### config.mk
export PLATFORM = sky130hd
export DESIGN_NAME = shift_seq32
export DESIGN_NICKNAME = d
export VERILOG_FILES = /design/src/rtl/shift_seq32.sv
export SDC_FILE = /design/constraint.sdc
export NUM_CORES = 1
export LEC_CHECK = 0
export CAP_MARGIN = 20
export CORE_MARGIN = 5
export CORE_UTILIZATION = 40
export CTS_BUF_LIST = sky130_fd_sc_hd__clkbuf_8
export DETAILED_ROUTE_END_ITERATION = 7
export DONT_BUFFER_PORTS = 1
export GPL_TIMING_DRIVEN = 0
export PLACE_DENSITY = 0.61
export REMOVE_ABC_BUFFERS = 1
export SETUP_SLACK_MARGIN = 0.2
export SKIP_CTS_REPAIR_TIMING = 1
export SLEW_MARGIN = 20
export SYNTH_ARGS = -nofsm -noshare
export SYNTH_HDL_FRONTEND = slang
export SYNTH_SLANG_ARGS = --single-unit
export TNS_END_PERCENT = 1
### constraint.sdc
create_clock -name clk -period 5.1 [get_ports clk]
set_input_delay 0.765 -clock clk [delete_from_list [all_inputs] [get_ports clk]]
set_output_delay 0.765 -clock clk [all_outputs]
set_load 0.005 [all_outputs]
### src/rtl/shift_seq32.sv
`default_nettype none
// ============================================================================
// Module   : shift_seq32
// Brief    : Valid/ready sequencer driving a 32-bit combinational shifter;
//            rotates are built from two OR-ed shifter passes.
// Revision : 1.0 - initial release
// ============================================================================
module shift_seq32 (
    input  logic        clk,
    input  logic        rst,
    input  logic        in_valid,
    output logic        in_ready,
    input  logic [2:0]  in_op,
    input  logic [31:0] in_data,
    input  logic [4:0]  in_shamt,
    output logic [31:0] sh_din,
    output logic [4:0]  sh_shamt,
    output logic        sh_LR,
    output logic        sh_AL,
    input  logic [31:0] sh_dout,
    output logic        out_valid,
    input  logic        out_ready,
    output logic [31:0] out_data
);

    localparam logic [2:0] c_OP_SLL = 3'b000;
    localparam logic [2:0] c_OP_SRL = 3'b001;
    localparam logic [2:0] c_OP_SRA = 3'b010;
    localparam logic [2:0] c_OP_ROL = 3'b011;
    localparam logic [2:0] c_OP_ROR = 3'b100;

    typedef enum logic [1:0] {
        S_IDLE  = 2'd0,
        S_PASS1 = 2'd1,
        S_PASS2 = 2'd2,
        S_DONE  = 2'd3
    } state_t;

    state_t      r_state;
    state_t      w_state_nxt;

    logic [2:0]  r_op;
    logic [31:0] r_data;
    logic [4:0]  r_shamt;
    logic [31:0] r_acc;
    logic [4:0]  r_sh_shamt;
    logic        r_sh_lr;
    logic        r_sh_al;

    logic        w_accept;
    logic        w_need_pass2;
    logic [4:0]  w_p1_shamt;
    logic        w_p1_lr;
    logic        w_p1_al;
    logic [4:0]  w_p2_shamt;
    logic        w_p2_lr;

    // Pass-1 controls are decoded from the incoming request so they can be
    // registered on the accepting edge.
    always_comb begin
        w_p1_shamt = in_shamt;
        w_p1_lr    = 1'b1;
        w_p1_al    = 1'b0;
        case (in_op)
            c_OP_SLL, c_OP_ROL: w_p1_lr = 1'b1;
            c_OP_SRL, c_OP_ROR: w_p1_lr = 1'b0;
            c_OP_SRA: begin
                w_p1_lr = 1'b0;
                w_p1_al = 1'b1;
            end
            default:            w_p1_shamt = 5'd0;
        endcase
    end

    // Second pass shifts the opposite way by (32 - n) mod 32.
    assign w_p2_shamt   = 5'd0 - r_shamt;
    assign w_p2_lr      = (r_op == c_OP_ROR);
    assign w_need_pass2 = ((r_op == c_OP_ROL) || (r_op == c_OP_ROR)) && (r_shamt != 5'd0);
    assign w_accept     = in_valid & in_ready;

    always_ff @(posedge clk) begin
        if (rst) begin
            r_state <= S_IDLE;
        end else begin
            r_state <= w_state_nxt;
        end
    end

    always_comb begin
        w_state_nxt = r_state;
        in_ready    = 1'b0;
        out_valid   = 1'b0;
        case (r_state)
            S_IDLE: begin
                in_ready = 1'b1;
                if (in_valid) begin
                    w_state_nxt = S_PASS1;
                end
            end
            S_PASS1: begin
                w_state_nxt = w_need_pass2 ? S_PASS2 : S_DONE;
            end
            S_PASS2: begin
                w_state_nxt = S_DONE;
            end
            S_DONE: begin
                out_valid = 1'b1;
                if (out_ready) begin
                    w_state_nxt = S_IDLE;
                end
            end
            default: w_state_nxt = S_IDLE;
        endcase
    end

    always_ff @(posedge clk) begin
        if (rst) begin
            r_op       <= 3'd0;
            r_data     <= 32'd0;
            r_shamt    <= 5'd0;
            r_acc      <= 32'd0;
            r_sh_shamt <= 5'd0;
            r_sh_lr    <= 1'b0;
            r_sh_al    <= 1'b0;
        end else begin
            case (r_state)
                S_IDLE: begin
                    if (w_accept) begin
                        r_op       <= in_op;
                        r_data     <= in_data;
                        r_shamt    <= in_shamt;
                        r_sh_shamt <= w_p1_shamt;
                        r_sh_lr    <= w_p1_lr;
                        r_sh_al    <= w_p1_al;
                    end
                end
                S_PASS1: begin
                    r_acc <= sh_dout;
                    if (w_need_pass2) begin
                        r_sh_shamt <= w_p2_shamt;
                        r_sh_lr    <= w_p2_lr;
                        r_sh_al    <= 1'b0;
                    end
                end
                S_PASS2: begin
                    r_acc <= r_acc | sh_dout;
                end
                default: begin
                end
            endcase
        end
    end

    assign sh_din   = r_data;
    assign sh_shamt = r_sh_shamt;
    assign sh_LR    = r_sh_lr;
    assign sh_AL    = r_sh_al;
    assign out_data = r_acc;

endmodule
`default_nettype wire

==> summary.txt, run 1 <==
Timing
  • Timing-limited maximum frequency: about 0.43 GHz
  • Relative slew slack: 49.7%
  • Period utilisation layout: 46.0%
  • Final-report hold violation count: 0
  • Slew Limit Fails: 0
  • RSZ-0062 raised after global routing: no
  • Minimum clock period: around 2.3 ns
  • Setup_tns: 0 ns
  • Fin Clk Skew: 0.00789 ns
  • Hold slack: 0.461 ns
  • Final setup violation count: 0
  • Worst-Margin Slew: around 0.75 ns

Logic synthesis
  • Sequential share of the synthesized area: 53.1%
  • Synthesis-stage register bit count: 81
  • Synth area leader: dfxtp_1
  • Syn avg cell area: 8.63 sq um
  • Post-synth top area share: 53.1%
  • Cell variety after synth: 33
  • Syn. warnings: 0
  • Area contributors post-synth: dfxtp_1 (53%), nand2_1 (10%), a22oi_1 (8.4%)
  • Mapped cell area: between 3000 and 4000 sq um
  • Synth Instances: 354

Route
  • Final WL: 7.08 mm
  • Drt drc: 0
  • DRT Pass-1 Iters: 5
  • Vias post-DR: 2322
  • Detail-routed net length per standard cell: 16.0 um
  • First DRT Iteration DRCs: 95
  • Vias/cell: 5.25
  • Antenna Violating Nets Remaining: 0

Global routing
  • Initial antenna violation count: 0
  • GRT Overall Usage: roughly 15%
  • Overflow after GRT: 0
  • Pin count of the biggest net entering global routing: 82
  • First-pass GRT wire length: 11.6 mm
  • Vias in the first global route: between 2000 and 2500

Critical path
  • CP Data Required Time: 5.34 ns
  • Crit path DAT: about 2.6 ns
  • Worst setup SP type: flip-flop
  • Critical path cell sequence: inv_1 -> ha_1 -> nor3b_1 -> ha_1 -> or4b_4 -> a31oi_4 -> nor2_1 -> a311oi_1
  • Most common cell on crit path: ha_1
  • Slowest cell on the critical path: or4b_4
  • Worst-path fanout max: 11
  • CP Class: flip-flop to flip-flop
  • Worst setup EP type: flip-flop
  • Slowest cell delay on critical path: 0.50 ns

Cells and area
  • Synthesis-to-finish area growth: 8.72%
  • Multi-input gate area: 1300 sq um
  • Ant. Diodes: 0
  • Register area: between 1500 and 2000 sq um
  • Filler cells: 713
  • Final net count: 420
  • Most frequent cells in the layout: nand2_1 (83), dfxtp_1 (81), a21oi_1 (43), nor2_1 (37), a22oi_1 (34)
  • Share of post-route cells with drive strength above 1: between 7 and 8%
  • Commonest non-fill, non-tap cell in the layout: nand2_1

Status
  • Status: finished clean

Die
  • Full die area: 9490 sq um
  • Rows: 31
  • Die width: 97.4 um
  • IO Count: 149
  • Die height: 97.4 um
  • Core area: about 7300 sq um
  • Starting Density: between 40% and 50%

Clock tree
  • CTS Buf Count: 9
  • Worst-path clk slew: 0.08 ns
  • Clock Tree Buf Depth: 2
  • Clk sinks: 81
  • Root buf cell: clkbuf_8
  • Clock H-tree levels: 3
  • CTS tree: yes
  • Later-pin clock latency in the skew report: 0.34 ns

Placed design
  • Buffers on Ports: 0
  • Gp weighted congestion: 0.707
  • DPL Wire Length: 4.78 mm

Power and ir drop
  • Worst IR Drop VDD: ~380 uV
  • Leak pwr: around 1.2 nW
  • Pwr dens: ~700 nW/um^2

Worst hold path
  • Worst hold path type: flip-flop to flip-flop

Flow run
  • Max Cap Violations: 0
metal layers:
layer / up-vias / track usage (%) / wire length, um
li1: 1159 / - / -
met1: 1034 / 17.4 / 2920
met2: 116 / 21.9 / 3120
met3: 13 / 8.61 / 895
met4: 0 / 7.03 / 142
met5: - / 0 / 0
layout make-up:
type / instances / share of cell area [%]
Multi-Input combinational cell: 238 / 39.2
Clock buffer: 9 / 3.73
Inverter: 8 / 0.904
Sequential cell: 81 / 48.8
Tap cell: 99 / 3.73
Clock inverter: 7 / 3.58
Yosys cell counts:
master / count
inv_1: 8
nand2_1: 84
buf_6: 1
or4b_4: 1
ha_1: 6
a311oi_1: 1
a211o_1: 1
nand2b_1: 1
mux2i_1: 2
dfxtp_1: 81
o21ai_0: 1
and2_1: 1
nor3b_1: 1
nand4b_1: 1
o31ai_1: 2
nor2_2: 2
o21ai_1: 3
o22ai_1: 1
nor2_1: 37
nor2b_1: 1
xnor2_1: 2
a31oi_4: 1
a211oi_2: 2
a22oi_1: 34
and3_1: 1
nor3_1: 1
nand4bb_1: 1
clkbuf_1: 26
xor2_1: 1
o211ai_1: 1
a21oi_1: 43
a311oi_2: 2
nand3b_1: 3
state kept, by name (all words and copies together), names as in the netlist:
name,count
sh_shamt,5
r_shamt,5
r_op,3
r_state,2
out_data,32
sh_AL,1
sh_LR,1
sh_din,32
cell families (layout without fill, tap and decap cells):
group	Yosys count	count (layout)	share of synthesized area, %
XOR/XNOR	3	3	0.860
multiplexers	2	2	0.655
flip-flops	81	81	53.1
adder cells (fa/ha/maj)	6	6	2.46
buffers and inverters	35	24	4.55
AO/OA/AOI/OAI	92	92	20.1
AND/OR/NAND/NOR	135	135	18.3
power by group:
part	switching [W]	internal [W]	leakage (nW)
Combinational	0.000459	0.000274	0.426
Clock	0.000229	0.000326	0.121
Sequential	0.000156	0.000826	0.665
Total	0.000844	0.00143	1.21
worst max-delay path, delay by kind of cell (launching register included):
kind	cells	cell delay, ns
AOI/OAI and AO/OA	2	0.67
adders and majority gates	2	0.41
and+or+nand+nor	3	0.73
buffers and inverters	1	0.06
DFF	1	0.38
stage by stage:
stage	power [W]	setup WS (ns)	area [sq um]	util, %	instances
5_1_grt	0.00246	2.58	3320	45.3	442
3_3_place_gp	0.00170	2.26	3070	41.9	426
2_1_floorplan	0.00154	2.86	2950	-	327
3_5_place_dp	0.00173	2.19	3070	41.9	426
4_1_cts	0.00229	2.18	3320	45.2	442
6_report	0.00227	2.76	3320	45.3	442
worst paths after layout:
check                                 from          end  slack [ns]  depth (start not counted)
worst min register to register  r_shamt[4]   r_shamt[4]        0.46                          2
worst min-delay path            r_shamt[4]   r_shamt[4]        0.46                          2
worst max-delay path            r_shamt[0]  sh_shamt[4]        2.76                          8
worst max register to register  r_shamt[0]  sh_shamt[4]        2.76                          8
Power figures use the tool's default switching activity.
==> inputs of run 2 (changes only) <==
- PLACE_DENSITY: 0.61 -> 0.63
- clock period: 5.1 -> 1.89 ns (I/O delays scaled with it)
==> summary.txt, run 2 (synthesis gave the netlist of run 1 again) <==
Placed design
  • Pre-CTS setup slack: -0.995 ns (was 2.19 ns)
  • Placed Area: 3090 sq um (was 3070 sq um)
  • Gp weighted congestion: 0.714 (was 0.707)
  • Buffers on Ports: 0 (unchanged)
  • DPL Wire Length: 4.91 mm (was 4.78 mm)

Global routing
  • First-pass GRT wire length: 11.7 mm (was 11.6 mm)
  • Initial antenna violation count: 0 (unchanged)
  • Vias in the first global route: 2268 (was 2280)
  • Overflow after GRT: 0 (unchanged)
  • Pin count of the biggest net entering global routing: 82 (unchanged)
  • GRT Overall Usage: 15.2% (was 14.9%)

Cells and area
  • Commonest non-fill, non-tap cell in the layout: nand2_1 (unchanged)
  • Ant. Diodes: 0 (unchanged)
  • Synthesis-to-finish area growth: 11.0% (was 8.72%)
  • Final net count: 427 (was 420)
  • Share of post-route cells with drive strength above 1: 11.7% (was 7.87%)
  • Fin area: 3390 sq um (was 3320 sq um)
  • Layout Utilization: 46.3% (was 45.3%)
  • Most frequent cells in the layout: nand2_1 (83), dfxtp_1 (78), a21oi_1 (43), nor2_1 (37), a22oi_1 (34) (was nand2_1 (83), dfxtp_1 (81), a21oi_1 (43), nor2_1 (37), a22oi_1 (34))

Critical path
  • Worst setup SP type: flip-flop (unchanged)
  • Worst-path fanout max: 4 (was 11)
  • CP Class: flip-flop to flip-flop (unchanged)
  • CP Data Required Time: 2.16 ns (was 5.34 ns)
  • Worst setup EP type: flip-flop (unchanged)
  • Crit path DAT: 2.36 ns (was 2.58 ns)

Route
  • Drt drc: 0 (unchanged)
  • Detail-routed net length per standard cell: 16.1 um (was 16.0 um)
  • Antenna Violating Nets Remaining: 0 (unchanged)
  • First DRT Iteration DRCs: 95 (unchanged)
  • Final WL: 7.25 mm (was 7.08 mm)
  • Vias/cell: 5.34 (was 5.25)
  • Vias post-DR: 2397 (was 2322)
  • DRT Pass-1 Iters: 4 (was 5)

Die
  • Die height: 97.4 um (unchanged)
  • Core area: 7330 sq um (unchanged)
  • Rows: 31 (unchanged)
  • IO Count: 149 (unchanged)
  • Starting Density: 41.7% (unchanged)
  • Full die area: 9490 sq um (unchanged)
  • Die width: 97.4 um (unchanged)

Timing
  • Final Worst Setup Slack: -0.204 ns (was 2.76 ns)
  • Fin Clk Skew: 0.00713 ns (was 0.00789 ns)
  • Minimum clock period: 2.09 ns (was 2.34 ns)
  • Final-report hold violation count: 4 (was 0)
  • Setup_tns: -1.32 ns (was 0 ns)
  • Timing-limited maximum frequency: 0.478 GHz (was 0.427 GHz)
  • Worst-Margin Slew: 0.444 ns (was 0.752 ns)
  • RSZ-0062 raised after global routing: yes (was no)
  • Final setup violation count: 8 (was 0)
  • Hold slack: -0.00480 ns (was 0.461 ns)
  • Slew Limit Fails: 0 (unchanged)
  • Period utilisation layout: 111% (was 46.0%)
  • Relative slew slack: 69.5% (was 49.7%)

Clock tree
  • Clock Tree Buf Depth: 2 (unchanged)
  • Root buf cell: clkbuf_8 (unchanged)
  • CTS Buf Count: 9 (unchanged)
  • Worst-path clk slew: 0.09 ns (was 0.08 ns)
  • CTS tree: yes (unchanged)
  • Clk sinks: 81 (unchanged)
  • Clock H-tree levels: 3 (unchanged)
  • Later-pin clock latency in the skew report: 0.34 ns (about the same)

Status
  • Failing checks: negative hold slack, negative setup slack
  • Status: finished, violations left (was finished clean)

Power and ir drop
  • Pwr dens: 1840 nW/um^2 (was 683 nW/um^2)
  • Leak pwr: 1.24 nW (was 1.21 nW)
  • Worst IR Drop VDD: 878 uV (was 377 uV)

Flow run
  • Max Cap Violations: 0 (unchanged)

Worst hold path
  • Worst hold path type: input pin to flip-flop (was flip-flop to flip-flop)
==> run 2: cell count changes in the layout (fill, tap and decap cells not counted), moves of 2 or more <==
| cell | before | now |
|---|---|---|
| ha_2 | 1 | 3 |
| dfxtp_2 | 0 | 3 |
| ha_1 | 5 | 2 |
| bufinv_16 | 3 | 1 |
| buf_4 | 0 | 5 |
| dfxtp_1 | 81 | 78 |
==> run 2: path summary, 6_finish.rpt <==
kind,from,endpoint,slack (ns),depth (start not counted)
setup reg to reg,r_shamt[0],sh_shamt[3],-0.20,9
hold / removal,rst,out_data[0],-0.005,1
hold reg to reg,r_shamt[4],r_shamt[4],0.46,2
setup / recovery,r_shamt[0],sh_shamt[3],-0.20,9
==> run 2: layout make-up <==
cell class              count  area [sq um]
inverters                   8          30.0
clock buffers              10           138
repair buffers              7          68.8
multi-input cells         238          1330
well taps                  99           124
flip-flops and latches     81          1630
clock inverters             6          73.8
fillers                   723          3940
==> run 2: per-layer routing <==
metal | track usage (%) | routed length (um) | share of wire [%] | up-vias
met5 | 0 | 0 | 0 | -
met4 | 7.24 | 97 | 1.3 | 0
met3 | 8.54 | 911 | 13 | 8
met2 | 22.6 | 3290 | 45 | 128
met1 | 17.5 | 2950 | 41 | 1085
li1 | - | - | - | 1176
==> run 2: critical path: stages (launching register included) <==
cell and delay (ns):
dfxtp_2 0.34, inv_1 0.04, ha_2 0.18, nor3b_1 0.14, ha_2 0.18, or4b_4 0.50
a31oi_4 0.24, buf_4 0.17, nor2_1 0.05, a211oi_2 0.17
==> run 2: power by group <==
| group | internal (W) | total (W) | switching [W] |
|---|---|---|---|
| logic | 0.000941 | 0.00225 | 0.00130 |
| registers | 0.00223 | 0.00266 | 0.000424 |
| clock network | 0.000665 | 0.00132 | 0.000657 |
| total | 0.00384 | 0.00623 | 0.00239 |
==> run 2: through the flow <==
step | cells | power [W]
6_report | 449 | 0.00623
3_5_place_dp | 427 | 0.00471
5_1_grt | 449 | 0.00675
4_1_cts | 443 | 0.00605
2_1_floorplan | 327 | 0.00416
3_3_place_gp | 426 | 0.00460
